==> config.mk <==
export PLATFORM = sky130hd
export DESIGN_NAME = jtag_tap
export DESIGN_NICKNAME = d
export VERILOG_FILES = /design/src/rtl/jtag_pkg.sv /design/src/rtl/jtag_tap_fsm.sv /design/src/rtl/jtag_tap.sv
export SDC_FILE = /design/constraint.sdc
export NUM_CORES = 1
export LEC_CHECK = 0
export BUFFER_PORTS_ARGS = -buffer_cell sky130_fd_sc_hd__buf_2
export CAP_MARGIN = 20
export CORE_MARGIN = 2
export CORE_UTILIZATION = 45
export DETAILED_ROUTE_END_ITERATION = 10
export HOLD_SLACK_MARGIN = 0.08
export MAX_ROUTING_LAYER = met4
export PLACE_DENSITY_LB_ADDON = 0.1
export SYNTH_ARGS = -nofsm -noshare
export SYNTH_HDL_FRONTEND = slang
export SYNTH_HIERARCHICAL = 1
export SYNTH_SLANG_ARGS = --single-unit
export TNS_END_PERCENT = 10
==> constraint.sdc <==
create_clock -name TCK -period 3.55 [get_ports TCK]
set_input_delay 0.71 -clock TCK [delete_from_list [all_inputs] [get_ports TCK]]
set_output_delay 0.71 -clock TCK [all_outputs]
set_load 0.005 [all_outputs]
==> src/rtl/jtag_pkg.sv <==
// Shared TAP definitions: state codes, instruction codes and the 1149.1 transition function.
package jtag_pkg;

    typedef enum logic [3:0] {
        ST_EX2DR = 4'h0,
        ST_EX1DR = 4'h1,
        ST_SHDR  = 4'h2,
        ST_PAUDR = 4'h3,
        ST_SELIR = 4'h4,
        ST_UPDDR = 4'h5,
        ST_CAPDR = 4'h6,
        ST_SELDR = 4'h7,
        ST_EX2IR = 4'h8,
        ST_EX1IR = 4'h9,
        ST_SHIR  = 4'hA,
        ST_PAUIR = 4'hB,
        ST_RTI   = 4'hC,
        ST_UPDIR = 4'hD,
        ST_CAPIR = 4'hE,
        ST_TLR   = 4'hF
    } tap_state_t;

    localparam int unsigned INSTR_IDCODE    = 1;
    localparam int unsigned INSTR_USER_BASE = 2;

    // BYPASS is the all-ones code for whatever IR width is in use.
    function automatic int unsigned instr_bypass(input int unsigned ir_width);
        return (1 << ir_width) - 1;
    endfunction

    function automatic tap_state_t next_state(input tap_state_t cur, input logic tms);
        tap_state_t nxt;
        nxt = ST_TLR;
        case (cur)
            ST_TLR:   nxt = tms ? ST_TLR   : ST_RTI;
            ST_RTI:   nxt = tms ? ST_SELDR : ST_RTI;
            ST_SELDR: nxt = tms ? ST_SELIR : ST_CAPDR;
            ST_CAPDR: nxt = tms ? ST_EX1DR : ST_SHDR;
            ST_SHDR:  nxt = tms ? ST_EX1DR : ST_SHDR;
            ST_EX1DR: nxt = tms ? ST_UPDDR : ST_PAUDR;
            ST_PAUDR: nxt = tms ? ST_EX2DR : ST_PAUDR;
            ST_EX2DR: nxt = tms ? ST_UPDDR : ST_SHDR;
            ST_UPDDR: nxt = tms ? ST_SELDR : ST_RTI;
            ST_SELIR: nxt = tms ? ST_TLR   : ST_CAPIR;
            ST_CAPIR: nxt = tms ? ST_EX1IR : ST_SHIR;
            ST_SHIR:  nxt = tms ? ST_EX1IR : ST_SHIR;
            ST_EX1IR: nxt = tms ? ST_UPDIR : ST_PAUIR;
            ST_PAUIR: nxt = tms ? ST_EX2IR : ST_PAUIR;
            ST_EX2IR: nxt = tms ? ST_UPDIR : ST_SHIR;
            ST_UPDIR: nxt = tms ? ST_SELDR : ST_RTI;
            default:  nxt = ST_TLR;
        endcase
        return nxt;
    endfunction

endpackage

==> src/rtl/jtag_tap_fsm.sv <==
// TAP state register plus one-hot decodes of the states that carry actions.
module jtag_tap_fsm
    import jtag_pkg::*;
(
    input  logic       clk,
    input  logic       srst,
    input  logic       tms,
    output tap_state_t state,
    output logic       cap_ir,
    output logic       sh_ir,
    output logic       upd_ir,
    output logic       cap_dr,
    output logic       sh_dr,
    output logic       upd_dr,
    output logic       tlr
);

    tap_state_t state_reg;

    // Advance the TAP state on every TCK edge; reset forces Test-Logic-Reset.
    always_ff @(posedge clk) begin
        if (srst) begin
            state_reg <= ST_TLR;
        end else begin
            state_reg <= next_state(state_reg, tms);
        end
    end

    assign state  = state_reg;
    assign cap_ir = (state_reg == ST_CAPIR);
    assign sh_ir  = (state_reg == ST_SHIR);
    assign upd_ir = (state_reg == ST_UPDIR);
    assign cap_dr = (state_reg == ST_CAPDR);
    assign sh_dr  = (state_reg == ST_SHDR);
    assign upd_dr = (state_reg == ST_UPDDR);
    assign tlr    = (state_reg == ST_TLR);

endmodule

==> src/rtl/jtag_tap.sv <==
// TAP controller top: instruction register, IDCODE/BYPASS/user chains and the TDO mux.
module jtag_tap
    import jtag_pkg::*;
#(
    parameter int          IR_WIDTH   = 4,
    parameter int          DR_WIDTH   = 8,
    parameter int          N_USER     = 2,
    parameter logic [31:0] IDCODE_VAL = 32'h1000_0001
) (
    input  logic                         TCK,
    input  logic                         TRST,
    input  logic                         TMS,
    input  logic                         TDI,
    output logic                         TDO,
    output logic                         TDO_EN,
    output logic [3:0]                   state,
    output logic [IR_WIDTH-1:0]          ir,
    input  logic [N_USER*DR_WIDTH-1:0]   dr_in,
    output logic [N_USER*DR_WIDTH-1:0]   dr_out,
    output logic [N_USER-1:0]            dr_upd,
    output logic [N_USER-1:0]            dr_cap
);

    localparam logic [IR_WIDTH-1:0] IR_IDCODE = IR_WIDTH'(INSTR_IDCODE);
    localparam int unsigned         BYP_CODE  = instr_bypass(IR_WIDTH);

    tap_state_t fsm_state;
    logic cap_ir, sh_ir, upd_ir, cap_dr, sh_dr, upd_dr, tlr;

    logic [IR_WIDTH-1:0] ir_reg;
    logic [IR_WIDTH-1:0] ir_sr_reg;
    logic [31:0]         id_sr_reg;
    logic [DR_WIDTH-1:0] usr_sr_reg;
    logic                byp_reg;

    logic                sel_id;
    logic [N_USER-1:0]   sel_user;
    logic                sel_usr_any;
    logic [DR_WIDTH-1:0] usr_cap;
    logic [DR_WIDTH:0]   usr_ext;
    logic                tdo_sel;

    jtag_tap_fsm u_fsm (
        .clk    (TCK),
        .srst   (TRST),
        .tms    (TMS),
        .state  (fsm_state),
        .cap_ir (cap_ir),
        .sh_ir  (sh_ir),
        .upd_ir (upd_ir),
        .cap_dr (cap_dr),
        .sh_dr  (sh_dr),
        .upd_dr (upd_dr),
        .tlr    (tlr)
    );

    // Instruction decode; a user code that would alias BYPASS or overflow the IR never selects a chain.
    assign sel_id = (ir_reg == IR_IDCODE);

    generate
        for (genvar gi = 0; gi < N_USER; gi++) begin : g_sel
            localparam int unsigned CODE = INSTR_USER_BASE + gi;
            localparam bit          FITS = (CODE < BYP_CODE);
            assign sel_user[gi] = FITS && (ir_reg == IR_WIDTH'(CODE));
        end
    endgenerate

    assign sel_usr_any = |sel_user;

    // Pick the capture value of the selected user chain; all chains share one shift register.
    always_comb begin
        usr_cap = '0;
        for (int k = 0; k < N_USER; k++) begin
            if (sel_user[k]) begin
                usr_cap = dr_in[k*DR_WIDTH +: DR_WIDTH];
            end
        end
    end

    // Right shift with TDI into the MSB, written so that a 1-bit chain also works.
    assign usr_ext = {TDI, usr_sr_reg};

    // Instruction path: capture 01, shift, update; TLR restores IDCODE.
    always_ff @(posedge TCK) begin
        if (TRST) begin
            ir_reg    <= IR_IDCODE;
            ir_sr_reg <= '0;
        end else begin
            if (cap_ir) begin
                ir_sr_reg <= IR_WIDTH'(1);
            end else if (sh_ir) begin
                ir_sr_reg <= {TDI, ir_sr_reg[IR_WIDTH-1:1]};
            end
            if (upd_ir) begin
                ir_reg <= ir_sr_reg;
            end else if (tlr) begin
                ir_reg <= IR_IDCODE;
            end
        end
    end

    // Data shift registers: capture or shift only the register the instruction selects.
    always_ff @(posedge TCK) begin
        if (TRST) begin
            id_sr_reg  <= '0;
            usr_sr_reg <= '0;
            byp_reg    <= 1'b0;
        end else if (cap_dr) begin
            if (sel_id) begin
                id_sr_reg <= IDCODE_VAL;
            end else if (sel_usr_any) begin
                usr_sr_reg <= usr_cap;
            end else begin
                byp_reg <= 1'b0;
            end
        end else if (sh_dr) begin
            if (sel_id) begin
                id_sr_reg <= {TDI, id_sr_reg[31:1]};
            end else if (sel_usr_any) begin
                usr_sr_reg <= usr_ext[DR_WIDTH:1];
            end else begin
                byp_reg <= TDI;
            end
        end
    end

    generate
        for (genvar gi = 0; gi < N_USER; gi++) begin : g_chain
            logic [DR_WIDTH-1:0] out_reg;
            logic                upd_reg;
            logic                cap_reg;

            // Per-chain update register with its registered update/capture pulses.
            always_ff @(posedge TCK) begin
                if (TRST) begin
                    out_reg <= '0;
                    upd_reg <= 1'b0;
                    cap_reg <= 1'b0;
                end else begin
                    upd_reg <= upd_dr && sel_user[gi];
                    cap_reg <= cap_dr && sel_user[gi];
                    if (upd_dr && sel_user[gi]) begin
                        out_reg <= usr_sr_reg;
                    end
                end
            end

            assign dr_out[gi*DR_WIDTH +: DR_WIDTH] = out_reg;
            assign dr_upd[gi] = upd_reg;
            assign dr_cap[gi] = cap_reg;
        end
    endgenerate

    // TDO is the LSB of whichever register is shifting, and 0 outside the shift states.
    always_comb begin
        tdo_sel = 1'b0;
        if (sh_ir) begin
            tdo_sel = ir_sr_reg[0];
        end else if (sh_dr) begin
            if (sel_id) begin
                tdo_sel = id_sr_reg[0];
            end else if (sel_usr_any) begin
                tdo_sel = usr_sr_reg[0];
            end else begin
                tdo_sel = byp_reg;
            end
        end
    end

    assign TDO    = tdo_sel;
    assign TDO_EN = sh_ir | sh_dr;
    assign state  = fsm_state;
    assign ir     = ir_reg;

endmodule

# After elaboration in Yosys (flattened, before gate mapping)
# Index checks and enable logic that the tools add are counted.
# W data, S select, Z words.
dict set report totals {
  output_inout_bits 30
  word_cells 89
  ff_bits 73
}
dict set report classes {
  n_bitwise 3
  eq_ne 18
  muxes 39
  n_reduce_logical 16
}
# operator count
set op_table {}
lappend op_table {{$mux W32} 4}
lappend op_table {{$mux W8} 8}
lappend op_table {{$pmux W4 S12} 1}
lappend op_table {{$eq A4 B4 Y1 const B} 8}
lappend op_table {{$eq A4 B2 Y1 const B} 4}
lappend op_table {{$eq A4 B3 Y1 const B} 4}
lappend op_table {{$mux W1} 13}
lappend op_table {{$mux W2} 6}
lappend op_table {{$mux W3} 4}
lappend op_table {{$mux W4} 3}
lappend op_table {{$eq A4 B1 Y1 const B} 2}
lappend op_table {{$reduce_or A2 Y1} 4}
lappend op_table {{$reduce_and A3 Y1} 2}
lappend op_table {{$reduce_bool A2 Y1} 3}
lappend op_table {{$logic_and A1 B1 Y1} 4}
lappend op_table {{$logic_not A4 Y1} 1}
lappend op_table {{$reduce_or A3 Y1} 1}
lappend op_table {{$not A1 Y1} 2}
lappend op_table {{$reduce_and A2 Y1} 1}
lappend op_table {{$or A1 B1 Y1} 1}

# Depth between registers and ports, before layout
dict set report logic_depth {
  ltp_word 6
  ltp_mapped 9
}

# By module
# Netlist, hierarchy kept.
# module n_inst area_per_inst_um2 cells_per_inst
set by_module_without_submodules {}
lappend by_module_without_submodules {jtag_tap 1 2806.4 306}
lappend by_module_without_submodules {jtag_tap_fsm 1 262.8 34}

# Least setup slack after synthesis
# No wires, ideal clock.
dict set report synth_path {
  path_kind {flip-flop to output port}
  start {register u_fsm.state_reg[0], in the netlist u_fsm/state[0]}
  end {output port TDO_EN}
  path_stages_with_launch 6
  path_slack_ns 1.513
  path_buffers 2
  arrival_time_ns 1.327
  cell_sequence {dfxtp_1 buf_2 or2b_1 nor3b_1 clkbuf_1 or2_2}
}
dict set report synth_via {
  elab_chain_len 2
}
# item line
set synth_rtl {}
lappend synth_rtl {{start, declared} jtag_tap_fsm.sv:18} ;# tap_state_t state_reg;
lappend synth_rtl {{start signal, assigned} jtag_tap_fsm.sv:25} ;# state_reg <= next_state(state_reg, tms);
lappend synth_rtl {{$eq A4 B4 Y1} jtag_tap_fsm.sv:31} ;# assign sh_ir = (state_reg == ST_SHIR);
lappend synth_rtl {{named net sh_ir} jtag_tap.sv:28} ;# logic cap_ir, sh_ir, upd_ir, cap_dr, sh_dr, upd_dr, tlr;
lappend synth_rtl {{$or A1 B1 Y1} jtag_tap.sv:171} ;# assign TDO_EN = sh_ir | sh_dr;
lappend synth_rtl {{end, declared} jtag_tap.sv:15} ;# output logic TDO_EN,
# The timed path passes the listed nets, and every way through them passes these cells.

# Final worst setup path
dict set report layout_path {
  start {register u_fsm.state_reg[1], in the netlist u_fsm/state[1]}
  end {output port TDO}
}
dict set report layout_via {
  elab_chain_len 3
}
# item line
set layout_rtl {}
lappend layout_rtl {{$eq A4 B2 Y1} jtag_tap_fsm.sv:34} ;# assign sh_dr = (state_reg == ST_SHDR);
lappend layout_rtl {{named net sh_dr} jtag_tap.sv:28}
lappend layout_rtl {{$mux W1} jtag_tap.sv:159} ;# end else if (sh_dr) begin
lappend layout_rtl {{$mux W1} jtag_tap.sv:157} ;# if (sh_ir) begin
lappend layout_rtl {{end, declared} jtag_tap.sv:14} ;# output logic TDO,
# The timed path passes the listed nets, and every way through them passes these cells.

==> reports/metrics.json <==
{
  "routed_via_density": {"value": 5.21},
  "arrival": {"value": 1.85, "unit": "ns"},
  "detailed_place_hpwl": {"value": 3870, "unit": "um"},
  "cp-start-kind": {"value": "flip-flop"},
  "period_minus_slack": {"value": 2.56, "unit": "ns"},
  "max_cap_violations": {"value": 0},
  "pwr_density_cell": {"value": 484, "unit": "nW/um^2"},
  "power.total": {"value": 1.70, "unit": "mW"},
  "ff2ff_path_depth": {"value": 7},
  "kind_of_critical_path": {"value": "reg -> out"},
  "stdcell_count": {"value": 461},
  "initial_core_util": {"value": 0.459},
  "cts_setup_buffers": {"value": 0},
  "insertion_delay": {"value": 0.34, "unit": "ns"},
  "yosysSeqAreaShare": {"value": 0.476},
  "hold_depth": {"value": 2},
  "cts_htree_levels": {"value": 3},
  "postSynthNetCount": {"value": 360},
  "drt_pass1_iterations": {"value": 4},
  "cts-hold-fix-buffers": {"value": 0},
  "async_reset_ff_frac": {"value": 0},
  "port_buffers": {"value": 49},
  "fin_worst_hold_slack": {"value": 0.451, "unit": "ns"},
  "setup_tns": {"value": 0, "unit": "ns"},
  "area_contributors_post_synth": {"value": "dfxtp_1, mux2i_1, nand3b_1"},
  "holdCritPathClass": {"value": "reg -> reg"},
  "cts_tree": {"value": "yes"},
  "end_kind": {"value": "output pin"},
  "result_of_the_run": {"value": "complete, no violations"},
  "share_of_layout_cells_above_drive_strength_1": {"value": 0.210},
  "route.detailed.drc": {"value": 0},
  "clock_path_buffers": {"value": 2},
  "count_of_inserted_antenna_diode_cells": {"value": 0},
  "core_area": {"value": 6680, "unit": "sq um"},
  "max-vdd-ir-drop": {"value": 0.000225, "unit": "V"},
  "p_leak": {"value": 1.42, "unit": "nW"},
  "largest_register_ffs": {"value": 32},
  "cts_sink_count": {"value": 73},
  "grt_max_degree": {"value": 49},
  "slew_headroom": {"value": 0.559},
  "placedCellCount": {"value": 444},
  "cts_buffers": {"value": 9},
  "synth_commonest_cells": {"value": "dfxtp_1, nand2_1, a21oi_1, nor2_1, nand3b_1"},
  "preCtsSetupSlack": {"value": 0.880, "unit": "ns"},
  "setup_viol": {"value": 0},
  "cts.clk_slew.worst_paths": {"value": 0.07, "unit": "ns"},
  "fp.dieH": {"value": 86.6, "unit": "um"},
  "synth-seq-cells": {"value": 73},
  "floorplan.io_pins": {"value": 50},
  "drt_wl_total": {"value": 6120, "unit": "um"},
  "area_growth": {"value": 14.8, "unit": "%"},
  "synth_enable_flop_cells": {"value": 0},
  "final_slew_violations": {"value": 0},
  "n_fill_cell": {"value": 649},
  "fp.dieArea": {"value": 7500, "unit": "sq um"},
  "slew_worst_pin": {"value": 0.661, "unit": "ns"},
  "globalRoute.totalOverflow": {"value": 0},
  "report.final.hold_viol_count": {"value": 0},
  "largest_area_contributor_in_the_synthesized_netlist": {"value": "dfxtp_1"},
  "routed_wire_length_per_instance": {"value": 13.3, "unit": "um"},
  "global_route_wire_length_before_repair": {"value": 10300, "unit": "um"},
  "synth_top_area_frac": {"value": 0.476},
  "crit_required": {"value": 2.84, "unit": "ns"},
  "post-route-period-util": {"value": 0.722},
  "top_count_cell_post_synth": {"value": "dfxtp_1"},
  "setup_ws": {"value": 0.986, "unit": "ns"},
  "drtAntennaViolNets": {"value": 0},
  "last_weighted_congestion_value_of_the_routability_driven_placer": {"value": 0.769},
  "max_freq": {"value": 390, "unit": "MHz"},
  "route.vias.total": {"value": 2403},
  "crit_path_max_fanout": {"value": 7},
  "drtIter0Drc": {"value": 86},
  "synth-warning-count": {"value": 6},
  "netlist_area": {"value": 3070, "unit": "sq um"},
  "synthCells": {"value": 340},
  "yosysUniqueCellTypes": {"value": 34},
  "synth_flop_cell": {"value": "dfxtp_1"},
  "fp-row-count": {"value": 30},
  "grt_setup_unrepaired": {"value": "false"},
  "fin_skew": {"value": 0.0118, "unit": "ns"},
  "cts_resized": {"value": 0},
  "groute.usage.overall": {"value": 0.176},
  "clk_root_buffer_cell": {"value": "clkbuf_8"},
  "mean_area_per_synthesized_cell": {"value": 9.03, "unit": "sq um"},
  "final_net_count": {"value": 396},
  "grt_antenna_before_repair": {"value": 0},
  "die_width": {"value": 86.6, "unit": "um"},
  "first_global_vias": {"value": 2191}
}
-- report_power, final --
| group | total [mW] | internal (mW) | switching (mW) |
|---|---|---|---|
| combinational | 0.152 | 0.0640 | 0.0878 |
| clock | 0.706 | 0.395 | 0.310 |
| sequential | 0.847 | 0.829 | 0.0170 |
-- cell families after synthesis --
group                  count (synthesis)  synth area share
multiplexers                          28            0.0934
flip-flops                            73             0.476
buffers and inverters                 31            0.0546
AO/OA/AOI/OAI                         65             0.125
AND/OR/NAND/NOR                      143             0.251
-- layer usage --
layer,part of all wire,vias up,global-route usage
li1,-,1244,-
met2,0.44,52,0.256
met1,0.51,1102,0.243
met5,0,-,-
met3,0.038,5,0.0324
met4,0.0067,0,0.0682
-- through the flow --
| stage | utilization | instance area, sq um |
|---|---|---|
| 6_report | 0.527 | 3520 |
| 5_1_grt | 0.527 | 3520 |
| 4_1_cts | 0.525 | 3510 |
| 3_5_place_dp | 0.493 | 3290 |
| 3_3_place_gp | 0.493 | 3290 |
| 2_1_floorplan | - | 3070 |
-- path summary, 6_finish.rpt --
kind                                      from            end  slack (ns)
worst max-delay path            u_fsm/state[1]            TDO        0.99
worst min-delay path             id_sr_reg[20]  id_sr_reg[20]        0.45
worst max register to register  u_fsm/state[1]  id_sr_reg[28]        1.02
worst min register to register   id_sr_reg[20]  id_sr_reg[20]        0.45
-- critical path, stage by stage (launching register included) --
cell and delay [ns]:
dfxtp_1 0.44, or2b_1 0.31, nor3_1 0.33, o211ai_1 0.15
o21ai_0 0.16, buf_2 0.13
-- cell usage in the layout, fill, tap and decap left out, drive strengths merged, types with 3 or more instances in the layout --
cell type and count:
o2bb2ai 8, clkbuf 9, nand2 43, nor3 11, nor2b 5, nand3b 32
dfxtp 73, a21oi 37, o21ai 11, nor2 34, buf 55, mux2i 26
o211ai 3, nor3b 6
-- layout make-up --
type	count	area, sq um	area share
inverters	1	3.75	0.00107
flip-flops and latches	73	1460	0.415
clock inverters	7	93.8	0.0266
multi-input cells	236	1440	0.409
well taps	80	100	0.0284
repair buffers	55	298	0.0845
clock buffers	9	124	0.0352
Power figures use the tool's default switching activity.
